==> config.mk <==
export PLATFORM = sky130hd
export DESIGN_NAME = ctl_duck_flight_flat
export DESIGN_NICKNAME = d
export VERILOG_FILES = /design/src/rtl/ctl_duck_flight_if.sv /design/src/rtl/ctl_duck_flight.sv /design/src/flat_wrapper.sv
export SDC_FILE = /design/constraint.sdc
export NUM_CORES = 1
export LEC_CHECK = 0
export BUFFER_PORTS_ARGS = -buffer_cell sky130_fd_sc_hd__buf_2
export CELL_PAD_IN_SITES_DETAIL_PLACEMENT = 0
export CELL_PAD_IN_SITES_GLOBAL_PLACEMENT = 1
export CORE_MARGIN = 5
export CORE_UTILIZATION = 41
export DETAILED_ROUTE_END_ITERATION = 8
export MAX_ROUTING_LAYER = met4
export PLACE_DENSITY = 0.83
export RECOVER_POWER = 50
export SYNTH_ARGS = -nofsm -noshare
export SYNTH_HDL_FRONTEND = slang
export SYNTH_SLANG_ARGS = --single-unit
==> constraint.sdc <==
create_clock -name clk -period 2.3 [get_ports clk]
set_input_delay 0.46 -clock clk [delete_from_list [all_inputs] [get_ports clk]]
set_output_delay 0.46 -clock clk [all_outputs]
set_load 0.02 [all_outputs]
==> src/rtl/ctl_duck_flight_if.sv <==
`default_nettype none
// ============================================================================
// ctl_duck_flight_if : frame/shot strobes in, duck sprite position/flags out.
// Rev 1.0
// ============================================================================
interface ctl_duck_flight_if #(
  parameter int W = 10
);
  logic         new_frame;
  logic         shot_hit;
  logic [W-1:0] duck_x;
  logic [W-1:0] duck_y;
  logic         duck_show;
  logic         duck_flap;
  logic         duck_hit;
  logic         duck_escaped;

  modport master (
    output new_frame, shot_hit,
    input  duck_x, duck_y, duck_show, duck_flap, duck_hit, duck_escaped
  );

  modport slave (
    input  new_frame, shot_hit,
    output duck_x, duck_y, duck_show, duck_flap, duck_hit, duck_escaped
  );
endinterface
`default_nettype wire

==> src/rtl/ctl_duck_flight.sv <==
`default_nettype none
// ============================================================================
// ctl_duck_flight : duck fly/hit/fall/escape/respawn sequencer, frame-paced.
// Option macro CTL_DUCK_RANDOM_SPAWN_EN: LFSR-chosen spawn x and direction.
// Rev 1.0
// ============================================================================
module ctl_duck_flight #(
  parameter int W              = 10,
  parameter int X_MAX          = 600,
  parameter int Y_MIN          = 0,
  parameter int Y_MAX          = 400,
  parameter int HOR_SPD        = 7,
  parameter int VER_SPD        = 3,
  parameter int FALL_SPD       = 5,
  parameter int ESC_FRAMES     = 180,
  parameter int HIT_FRAMES     = 20,
  parameter int RESPAWN_FRAMES = 60,
  parameter int FLAP_DIV       = 4
) (
  input  wire logic        clk,
  input  wire logic        rst,
  ctl_duck_flight_if.slave bus
);

  localparam int CNT_TOP = (ESC_FRAMES > HIT_FRAMES)
                         ? ((ESC_FRAMES > RESPAWN_FRAMES) ? ESC_FRAMES : RESPAWN_FRAMES)
                         : ((HIT_FRAMES > RESPAWN_FRAMES) ? HIT_FRAMES : RESPAWN_FRAMES);
  localparam int CW = $clog2(CNT_TOP + 1);
  localparam int FW = $clog2(FLAP_DIV + 1);

  localparam logic [W:0]   C_X_MAX  = (W+1)'(X_MAX);
  localparam logic [W:0]   C_Y_MAX  = (W+1)'(Y_MAX);
  localparam logic [W:0]   C_HOR    = (W+1)'(HOR_SPD);
  localparam logic [W:0]   C_VER    = (W+1)'(VER_SPD);
  localparam logic [W:0]   C_FALL   = (W+1)'(FALL_SPD);
  localparam logic [W:0]   C_Y_LO   = (W+1)'(Y_MIN + VER_SPD);
  localparam logic [W:0]   C_ESC_LO = (W+1)'(Y_MIN + 2 * VER_SPD);
  localparam logic [W-1:0] C_XMAX_W = W'(X_MAX);
  localparam logic [W-1:0] C_YMIN_W = W'(Y_MIN);
  localparam logic [W-1:0] C_YMAX_W = W'(Y_MAX);

  typedef enum logic [2:0] {
    S_HIDDEN = 3'd0,
    S_FLY    = 3'd1,
    S_HIT    = 3'd2,
    S_FALL   = 3'd3,
    S_ESCAPE = 3'd4
  } state_t;

  state_t         state_q, state_d;
  logic [CW-1:0]  cnt_q, cnt_d, cnt_inc;
  logic [FW-1:0]  flap_cnt_q, flap_cnt_d, flap_cnt_inc;
  logic [W-1:0]   x_q, x_d, y_q, y_d;
  logic           dir_x_q, dir_x_d, dir_y_q, dir_y_d;
  logic           show_q, show_d, flap_q, flap_d, hit_q, hit_d, escaped_q, escaped_d;
  logic           wing_adv;
  logic [W:0]     x_ext, y_ext, x_up, x_dn, y_up, y_dn, y_fall;
  logic [W-1:0]   spawn_x;
  logic           spawn_dir;

  // Motion arithmetic is one bit wider than the coordinates so bounds tests never wrap.
  assign x_ext        = {1'b0, x_q};
  assign y_ext        = {1'b0, y_q};
  assign x_up         = x_ext + C_HOR;
  assign x_dn         = x_ext - C_HOR;
  assign y_up         = y_ext + C_VER;
  assign y_dn         = y_ext - C_VER;
  assign y_fall       = y_ext + C_FALL;
  assign cnt_inc      = cnt_q + CW'(1);
  assign flap_cnt_inc = flap_cnt_q + FW'(1);

`ifdef CTL_DUCK_RANDOM_SPAWN_EN
  localparam logic [16:0] C_SPAWN_MOD = 17'(X_MAX + 1);
  logic [15:0] lfsr_q, lfsr_d;
  logic [16:0] spawn_mod;

  assign lfsr_d    = {lfsr_q[14:0], lfsr_q[15] ^ lfsr_q[13] ^ lfsr_q[12] ^ lfsr_q[10]};
  assign spawn_mod = {1'b0, lfsr_q} % C_SPAWN_MOD;
  assign spawn_x   = W'(spawn_mod);
  assign spawn_dir = lfsr_q[0];

  always_ff @(posedge clk or posedge rst) begin
    if (rst) lfsr_q <= 16'hACE1;
    else     lfsr_q <= lfsr_d;
  end
`else
  assign spawn_x   = '0;
  assign spawn_dir = 1'b1;
`endif

  always_comb begin
    state_d    = state_q;
    cnt_d      = cnt_q;
    flap_cnt_d = flap_cnt_q;
    x_d        = x_q;
    y_d        = y_q;
    dir_x_d    = dir_x_q;
    dir_y_d    = dir_y_q;
    flap_d     = flap_q;
    escaped_d  = 1'b0;
    wing_adv   = 1'b0;

    case (state_q)
      S_FLY: begin
        // A shot wins over a coincident frame: freeze where the duck was.
        if (bus.shot_hit) begin
          state_d = S_HIT;
          cnt_d   = '0;
        end else if (bus.new_frame) begin
          wing_adv = 1'b1;
          if (dir_x_q) begin
            if (x_up > C_X_MAX) begin x_d = C_XMAX_W; dir_x_d = 1'b0; end
            else                      x_d = x_up[W-1:0];
          end else begin
            if (x_ext < C_HOR)  begin x_d = '0;       dir_x_d = 1'b1; end
            else                      x_d = x_dn[W-1:0];
          end
          if (dir_y_q) begin
            if (y_up > C_Y_MAX)  begin y_d = C_YMAX_W; dir_y_d = 1'b0; end
            else                       y_d = y_up[W-1:0];
          end else begin
            if (y_ext < C_Y_LO)  begin y_d = C_YMIN_W; dir_y_d = 1'b1; end
            else                       y_d = y_dn[W-1:0];
          end
          if (cnt_inc == CW'(ESC_FRAMES)) begin state_d = S_ESCAPE; cnt_d = '0; end
          else                                  cnt_d = cnt_inc;
        end
      end
      S_HIT: begin
        if (bus.new_frame) begin
          if (cnt_inc == CW'(HIT_FRAMES)) begin state_d = S_FALL; cnt_d = '0; end
          else                                  cnt_d = cnt_inc;
        end
      end
      S_FALL: begin
        if (bus.new_frame) begin
          if (y_fall >= C_Y_MAX) begin
            y_d     = C_YMAX_W;
            state_d = S_HIDDEN;
            cnt_d   = '0;
          end else begin
            y_d = y_fall[W-1:0];
          end
        end
      end
      S_ESCAPE: begin
        if (bus.new_frame) begin
          wing_adv = 1'b1;
          if (y_ext < C_ESC_LO) begin
            y_d       = (y_ext < C_Y_LO) ? C_YMIN_W : y_dn[W-1:0];
            escaped_d = 1'b1;
            state_d   = S_HIDDEN;
            cnt_d     = '0;
          end else begin
            y_d = y_dn[W-1:0];
          end
        end
      end
      S_HIDDEN: begin
        if (bus.new_frame) begin
          if (cnt_inc == CW'(RESPAWN_FRAMES)) begin
            state_d = S_FLY;
            cnt_d   = '0;
            x_d     = spawn_x;
            y_d     = C_YMAX_W;
            dir_x_d = spawn_dir;
            dir_y_d = 1'b0;
          end else begin
            cnt_d = cnt_inc;
          end
        end
      end
      default: state_d = S_HIDDEN;
    endcase

    if (wing_adv) begin
      if (flap_cnt_inc == FW'(FLAP_DIV)) begin flap_cnt_d = '0; flap_d = ~flap_q; end
      else                                       flap_cnt_d = flap_cnt_inc;
    end
    // Wings only beat while airborne under the duck's own power.
    if (state_d != S_FLY && state_d != S_ESCAPE) begin
      flap_d     = 1'b0;
      flap_cnt_d = '0;
    end

    show_d = (state_d != S_HIDDEN);
    hit_d  = (state_d == S_HIT) || (state_d == S_FALL);
  end

  always_ff @(posedge clk or posedge rst) begin
    if (rst) begin
      state_q    <= S_HIDDEN;
      cnt_q      <= '0;
      flap_cnt_q <= '0;
      x_q        <= '0;
      y_q        <= C_YMAX_W;
      dir_x_q    <= 1'b1;
      dir_y_q    <= 1'b0;
      show_q     <= 1'b0;
      flap_q     <= 1'b0;
      hit_q      <= 1'b0;
      escaped_q  <= 1'b0;
    end else begin
      state_q    <= state_d;
      cnt_q      <= cnt_d;
      flap_cnt_q <= flap_cnt_d;
      x_q        <= x_d;
      y_q        <= y_d;
      dir_x_q    <= dir_x_d;
      dir_y_q    <= dir_y_d;
      show_q     <= show_d;
      flap_q     <= flap_d;
      hit_q      <= hit_d;
      escaped_q  <= escaped_d;
    end
  end

  assign bus.duck_x       = x_q;
  assign bus.duck_y       = y_q;
  assign bus.duck_show    = show_q;
  assign bus.duck_flap    = flap_q;
  assign bus.duck_hit     = hit_q;
  assign bus.duck_escaped = escaped_q;

endmodule
`default_nettype wire

==> src/flat_wrapper.sv <==
// flat-port wrapper written by rule: the top's interface ports become plain ports
module ctl_duck_flight_flat 
#(
  parameter int W              = 10,
  parameter int X_MAX          = 600,
  parameter int Y_MIN          = 0,
  parameter int Y_MAX          = 400,
  parameter int HOR_SPD        = 7,
  parameter int VER_SPD        = 3,
  parameter int FALL_SPD       = 5,
  parameter int ESC_FRAMES     = 180,
  parameter int HIT_FRAMES     = 20,
  parameter int RESPAWN_FRAMES = 60,
  parameter int FLAP_DIV       = 4
)
  (clk, rst, bus_new_frame, bus_shot_hit, bus_duck_x, bus_duck_y, bus_duck_show, bus_duck_flap, bus_duck_hit, bus_duck_escaped);
  ctl_duck_flight_if #(.W(W)) bus_i ();
  input  wire logic clk;
  input  wire logic rst;
  input wire logic [$bits(bus_i.new_frame)-1:0] bus_new_frame;
  input wire logic [$bits(bus_i.shot_hit)-1:0] bus_shot_hit;
  output wire logic [$bits(bus_i.duck_x)-1:0] bus_duck_x;
  output wire logic [$bits(bus_i.duck_y)-1:0] bus_duck_y;
  output wire logic [$bits(bus_i.duck_show)-1:0] bus_duck_show;
  output wire logic [$bits(bus_i.duck_flap)-1:0] bus_duck_flap;
  output wire logic [$bits(bus_i.duck_hit)-1:0] bus_duck_hit;
  output wire logic [$bits(bus_i.duck_escaped)-1:0] bus_duck_escaped;
  assign bus_i.new_frame = bus_new_frame;
  assign bus_i.shot_hit = bus_shot_hit;
  assign bus_duck_x = bus_i.duck_x;
  assign bus_duck_y = bus_i.duck_y;
  assign bus_duck_show = bus_i.duck_show;
  assign bus_duck_flap = bus_i.duck_flap;
  assign bus_duck_hit = bus_i.duck_hit;
  assign bus_duck_escaped = bus_i.duck_escaped;
  ctl_duck_flight #(.W(W), .X_MAX(X_MAX), .Y_MIN(Y_MIN), .Y_MAX(Y_MAX), .HOR_SPD(HOR_SPD), .VER_SPD(VER_SPD), .FALL_SPD(FALL_SPD), .ESC_FRAMES(ESC_FRAMES), .HIT_FRAMES(HIT_FRAMES), .RESPAWN_FRAMES(RESPAWN_FRAMES), .FLAP_DIV(FLAP_DIV)) u_core (.clk(clk), .rst(rst), .bus(bus_i));
endmodule
Yosys cells after proc, flatten, opt, wreduce, memory -nomap -nowiden
Index checks and enable logic that the tools add are counted.

word-level totals
  bits in registers = 40
  output and inout port bits = 24
  logic and storage cells = 132
  bits of input ports = 4

operators by class
  equal/unequal tests = 22
  mux-type cells = 72
  bitwise operators = 1
  $lt $le $gt $ge = 6
  $add $sub $neg = 7
  reductions and logical operators = 13

operator list
  operator               number
  $mux 10                18
  $mux 8                 11
  $mux 3                 14
  $pmux 10 s4            1
  $pmux 8 s5             1
  $add 10x3->11 const B  2
  $mux 1                 22
  $lt 10x3->1 const B    2
  $pmux 10 s2            1
  $pmux 3 s5             1
  $eq 3x2->1 const B     4
  $ne 2x2->1 const B     6
  $add 10x2->11 const B  1
  $ge 11x9->1 const B    1
  $gt 11x10->1 const B   1
  $gt 11x9->1 const B    1
  $lt 10x2->1 const B    1
  $sub 10x2->10 const B  1
  $sub 10x3->10 const B  1
  $add 8x1->8 const B    1
  $eq 8x5->1 const B     1
  $eq 8x6->1 const B     1
  $eq 8x8->1 const B     1
  $reduce_and 8->1       1
  18 further kinds       26

Logic depth before layout (Yosys ltp)
  depth in word-level cells = 10
  depth in mapped cells = 10
  mapped depth without buffers = 9

Least setup slack after synthesis
Ideal clock, no wire load.

  path kind = register to register
  from = register u_core.y_q[1], in the netlist u_core.bus.duck_y[1]
  to = register u_core.y_q[6], in the netlist u_core.bus.duck_y[6]
  data required time = 2206 ps
  data arrival time = 2341 ps
  slack = -135 ps
  path buffers = 1
  cell stages (with the launch flop) = 11
  library setup time = 94 ps
  cell sequence = dfrtp_1 > buf_2 > inv_1 > ha_1 > nand3b_1 > a21oi_1 > nor2_1 > o32a_1 > nor3_2 > o21ai_1 > a211oi_1

between the ends
  longest elaborated chain between the ends = 7

ends and longest elaborated chain
  element                 line                    text
  start, declared         ctl_duck_flight.sv:53   logic [W-1:0] x_q, x_d, y_q, y_d;
  start signal, assigned  ctl_duck_flight.sv:208  y_q <= y_d;
  $add 10x2->11           ctl_duck_flight.sv:66   assign y_up = y_ext + C_VER;
  $gt 11x9->1             ctl_duck_flight.sv:119  if (y_up > C_Y_MAX) begin y_d = C_YMAX_W; dir_y_d = 1'b0; end
  $mux 10                 ctl_duck_flight.sv:119
  $mux 10                 ctl_duck_flight.sv:118  if (dir_y_q) begin
  $mux 10                 ctl_duck_flight.sv:109  end else if (bus.new_frame) begin
  $mux 10                 ctl_duck_flight.sv:106  if (bus.shot_hit) begin
  $pmux 10 s4 (*)         ctl_duck_flight.sv:103  case (state_q)

Mark *: on every way between the ends. The rest lies on a longest branch, timed or not. The select of a mux whose other input is x is not followed.
A chain may end at the register's enable or synchronous reset.

Worst setup path in the final report
  from = register u_core.y_q[0], in the netlist u_core.bus.duck_y[0]
  to = register u_core.y_q[2], in the netlist u_core.bus.duck_y[2]

Same word-level chain as after synthesis.

==> impl_metrics.xml <==
<?xml version="1.0" encoding="UTF-8"?>
<metrics>
  <group name="worst_setup_path">
    <metric name="setup_crit_path_kind" unit="">flop to flop</metric>
    <metric name="critPathLaunchType" unit="">flop</metric>
    <metric name="worst-endpoint-required" unit="ps">2520</metric>
    <metric name="cp_capture_type" unit="">flop</metric>
    <metric name="ff2ff_path_depth" unit="">10</metric>
    <metric name="critical-path-max-stage-delay" unit="ps">460</metric>
    <metric name="crit_arrival" unit="ps">2530</metric>
    <metric name="regToRegStartpoint" unit="">u_core.bus.duck_y[0]</metric>
    <metric name="regToRegSetupSlack" unit="ps">-9</metric>
    <metric name="critical-path-slowest-cell" unit="">sky130_fd_sc_hd__dfrtp_2</metric>
    <metric name="critPathCapture" unit="">u_core.bus.duck_y[2]</metric>
    <metric name="timing.critical_path.buf_inv" unit="">3</metric>
    <metric name="startpoint" unit="">u_core.bus.duck_y[0]</metric>
    <metric name="r2r-end" unit="">u_core.bus.duck_y[2]</metric>
    <metric name="path_delay_family" unit="">compound AO/OA/AOI/OAI gates</metric>
    <metric name="timing.critical_path.cells" unit="">buf_4 -&gt; buf_4 -&gt; a211o_1 -&gt; o22ai_1 -&gt; a31oi_1 -&gt; a21oi_2 -&gt; buf_6 -&gt; a211o_1 -&gt; nand2_2 -&gt; o211ai_1</metric>
    <metric name="worstSetupPathDepth" unit="">10</metric>
    <metric name="worst-path-max-fanout" unit="">6</metric>
  </group>
  <group name="route">
    <metric name="drt-wirelength-per-cell" unit="um">17.1</metric>
    <metric name="detail-route-antenna-nets" unit="">0</metric>
    <metric name="drt_first_pass_iters" unit="">6</metric>
    <metric name="via_per_inst" unit="">6.12</metric>
    <metric name="detail_route.wirelength" unit="um">12300</metric>
    <metric name="vias" unit="">4397</metric>
    <metric name="post-route-drc-count" unit="">0</metric>
    <metric name="drt_iter0_markers" unit="">374</metric>
  </group>
  <group name="floorplan">
    <metric name="die_height" unit="um">107</metric>
    <metric name="placeable_core_region" unit="um^2">9200</metric>
    <metric name="die_width" unit="um">107</metric>
    <metric name="initial_core_util" unit="%">41.7</metric>
    <metric name="floorplan.die_area" unit="um^2">11400</metric>
    <metric name="floorplan.rows" unit="">35</metric>
    <metric name="top_level_ports" unit="">28</metric>
  </group>
  <group name="placed_design">
    <metric name="post_place_instance_area" unit="um^2">4590</metric>
    <metric name="dp_hpwl" unit="um">9020</metric>
    <metric name="routability_driven_placement_congestion_ratio" unit="">0.942</metric>
    <metric name="io_buffer_count" unit="">27</metric>
  </group>
  <group name="clock_network">
    <metric name="clk-insertion-delay-late" unit="ps">300</metric>
    <metric name="clock_sinks" unit="">40</metric>
    <metric name="cts-htree-levels" unit="">2</metric>
    <metric name="cts_buffer_depth" unit="">2</metric>
    <metric name="clk_transition_reported_paths" unit="ps">90</metric>
    <metric name="cts_root_buffer" unit="">sky130_fd_sc_hd__clkbuf_8</metric>
    <metric name="tritoncts.num_buffers" unit="">5</metric>
    <metric name="clock_tree_from_tritoncts" unit="">done</metric>
  </group>
  <group name="cells_and_area">
    <metric name="areaGrowthSynthToFinish" unit="%">30.0</metric>
    <metric name="share_of_cells_above_drive_strength_1" unit="%">30.0</metric>
    <metric name="design_area" unit="um^2">4980</metric>
    <metric name="nNetsFinal" unit="">619</metric>
    <metric name="n_antenna_cell" unit="">0</metric>
  </group>
  <group name="sta">
    <metric name="final_period_minus_worst_setup_slack" unit="ps">2310</metric>
    <metric name="timing.final.max_slew_violations" unit="">0</metric>
    <metric name="rsz0062_at_grt" unit="">yes</metric>
    <metric name="clock-skew-final" unit="ps">9.92</metric>
    <metric name="final-hold-violation-count" unit="">0</metric>
    <metric name="post_route_fraction_of_the_period_consumed_by_the_critical_path" unit="%">100</metric>
    <metric name="fmaxAchievable" unit="GHz">0.433</metric>
    <metric name="timing.slew.headroom" unit="%">29.5</metric>
    <metric name="fin_ws" unit="ps">-9.32</metric>
    <metric name="tightest_slew" unit="ps">1060</metric>
    <metric name="setup-violations-final" unit="">1</metric>
  </group>
  <group name="synthesis">
    <metric name="proportion_of_register_bits_with_asynchronous_set_or_reset_after_synthesis" unit="%">100</metric>
    <metric name="synth_edf_count" unit="">0</metric>
    <metric name="synth_ff_type" unit="">sky130_fd_sc_hd__dfrtp_1</metric>
    <metric name="netlist.area_leader.share" unit="%">23.5</metric>
    <metric name="synth.net_count" unit="">519</metric>
    <metric name="synth_most_common_cell" unit="">sky130_fd_sc_hd__nor2_1</metric>
    <metric name="synth.cells.most_frequent" unit="">50 x sky130_fd_sc_hd__nor2_1, 47 x sky130_fd_sc_hd__nand2_1, 36 x sky130_fd_sc_hd__dfrtp_1</metric>
    <metric name="post_synthesis_instance_area" unit="um^2">3830</metric>
    <metric name="postSynthCellCount" unit="">506</metric>
    <metric name="library_cells_used_by_synthesis" unit="">80</metric>
    <metric name="post_synth_main_area_contributors" unit="">sky130_fd_sc_hd__dfrtp_1 24%, sky130_fd_sc_hd__nor2_1 4.9%, sky130_fd_sc_hd__nand2_1 4.6%, sky130_fd_sc_hd__a21oi_1 4.6%, sky130_fd_sc_hd__o21ai_0 3.9%</metric>
    <metric name="synth.yosys.seq_area_share" unit="%">26.2</metric>
    <metric name="synth-seq-cells" unit="">40</metric>
    <metric name="syn_area_per_cell" unit="um^2">7.57</metric>
    <metric name="post-synth-top-area-cell" unit="">sky130_fd_sc_hd__dfrtp_1</metric>
    <metric name="ys_warn_count" unit="">0</metric>
  </group>
  <group name="global_route">
    <metric name="grt_pass1_vias" unit="">4088</metric>
    <metric name="antenna_found_initial" unit="">0</metric>
    <metric name="grt.total_usage" unit="%">21.8</metric>
    <metric name="largest_net_degree_at_the_start_of_global_routing" unit="">41</metric>
    <metric name="global_route_wire_length_before_repair" unit="um">20000</metric>
    <metric name="grt_overflow_total" unit="">0</metric>
  </group>
  <group name="min_path">
    <metric name="hold_path.class" unit="">input port to asynchronous set/reset pin</metric>
  </group>
  <group name="outcome">
    <metric name="violations" unit="">setup timing</metric>
    <metric name="outcome" unit="">finished, violations left</metric>
  </group>
  <group name="job">
    <metric name="drv.max_cap_violation_count" unit="">0</metric>
  </group>
  <group name="pwr">
    <metric name="power.density_cell_area" unit="nW/um^2">589</metric>
    <metric name="ir_drop" unit="V">0.000409</metric>
    <metric name="fin_total_pwr" unit="mW">2.94</metric>
    <metric name="p_leak" unit="nW">2.10</metric>
  </group>
</metrics>
-- stage by stage --
stage	TNS (ps)	setup WS (ps)	cells	hold WS [ps]	utilization (%)
5_1_grt	-173	-31.4	718	595	54.2
4_1_cts	0	3.27	702	303	51.5
2_1_floorplan	0	6.87	506	461	-
6_report	-9.32	-9.32	718	481	54.2
3_5_place_dp	-26.2	-14.0	692	491	49.9
3_3_place_gp	-13.7	-13.7	692	484	49.9
-- area by class of cell --
type                    count  area [um^2]
clock buffers               5         68.8
clock inverters             3         47.5
fillers                   850         4210
inverters                  20         75.1
multi-input cells         412         2730
flip-flops and latches     40         1010
well taps                 111          139
repair buffers            127          913
-- worst min-delay path, delay by kind of cell --
kind                   cells  cell delay, ps
buffers and inverters      3             930
-- sequential cells by signal, indices dropped and copies added, names as in the netlist, 3 cells and up --
signal,count
u_core.bus.duck_x,10
u_core.bus.duck_y,10
u_core.state_q,3
u_core.cnt_q,8
u_core.flap_cnt_q,3
-- timing repair --
action | CTS | global route
pin swaps | 0 | 9
setup endpoints to repair | 9 | 30
setup buffers | 2 | 15
hold buffers | 0 | 0
cloned | 0 | 1
resized for setup | 4 | 34
-- worst min-delay path by stage --
stage | cells past startpoint | from | endpoint
3_3_place_gp | 1 | u_core.cnt_q[0] | u_core.cnt_q[0]
6_report | 3 | rst | u_core.bus.duck_x[0]
4_1_cts | 3 | rst | u_core.bus.duck_x[0]
2_1_floorplan | 1 | u_core.cnt_q[0] | u_core.cnt_q[0]
5_1_grt | 2 | u_core.bus.duck_flap | u_core.bus.duck_flap
3_5_place_dp | 1 | u_core.cnt_q[0] | u_core.cnt_q[0]
-- routing by layer --
metal / track usage [%] / part of all wire (%)
met5: - / 0
met4: 6.39 / 2.0
met3: 3.01 / 5.8
met2: 35.0 / 48
met1: 28.7 / 45
-- where the power goes --
group	total (mW)	switching [mW]	internal, mW
Sequential	0.976	0.166	0.811
Combinational	1.35	0.745	0.601
Clock	0.615	0.288	0.327
Total	2.94	1.20	1.74
-- layout by cell type, fill, tap and decap left out, drive strengths merged, types with 9 or more instances in the layout --
cell / n
a211oi: 9
a21oi: 38
and3: 10
buf: 120
clkbuf: 12
dfrtp: 36
ha: 9
inv: 19
nand2: 48
nand2b: 16
nand3: 18
nor2: 52
nor3: 21
o21ai: 51
-- logic make-up (layout without fill, tap and decap cells) --
| kind of cell | count (synthesis) | in the layout | synth area share [%] |
|---|---|---|---|
| and+or+nand+nor | 215 | 215 | 30.2 |
| AOI/OAI and AO/OA | 174 | 174 | 30.7 |
| buffers and inverters | 54 | 155 | 6.43 |
| DFF | 40 | 40 | 26.2 |
| adders and majority gates | 9 | 9 | 2.94 |
| muxes | 8 | 8 | 2.12 |
| xor gates and xnor gates | 6 | 6 | 1.37 |
No activity file was read; power rests on OpenSTA's default activity.
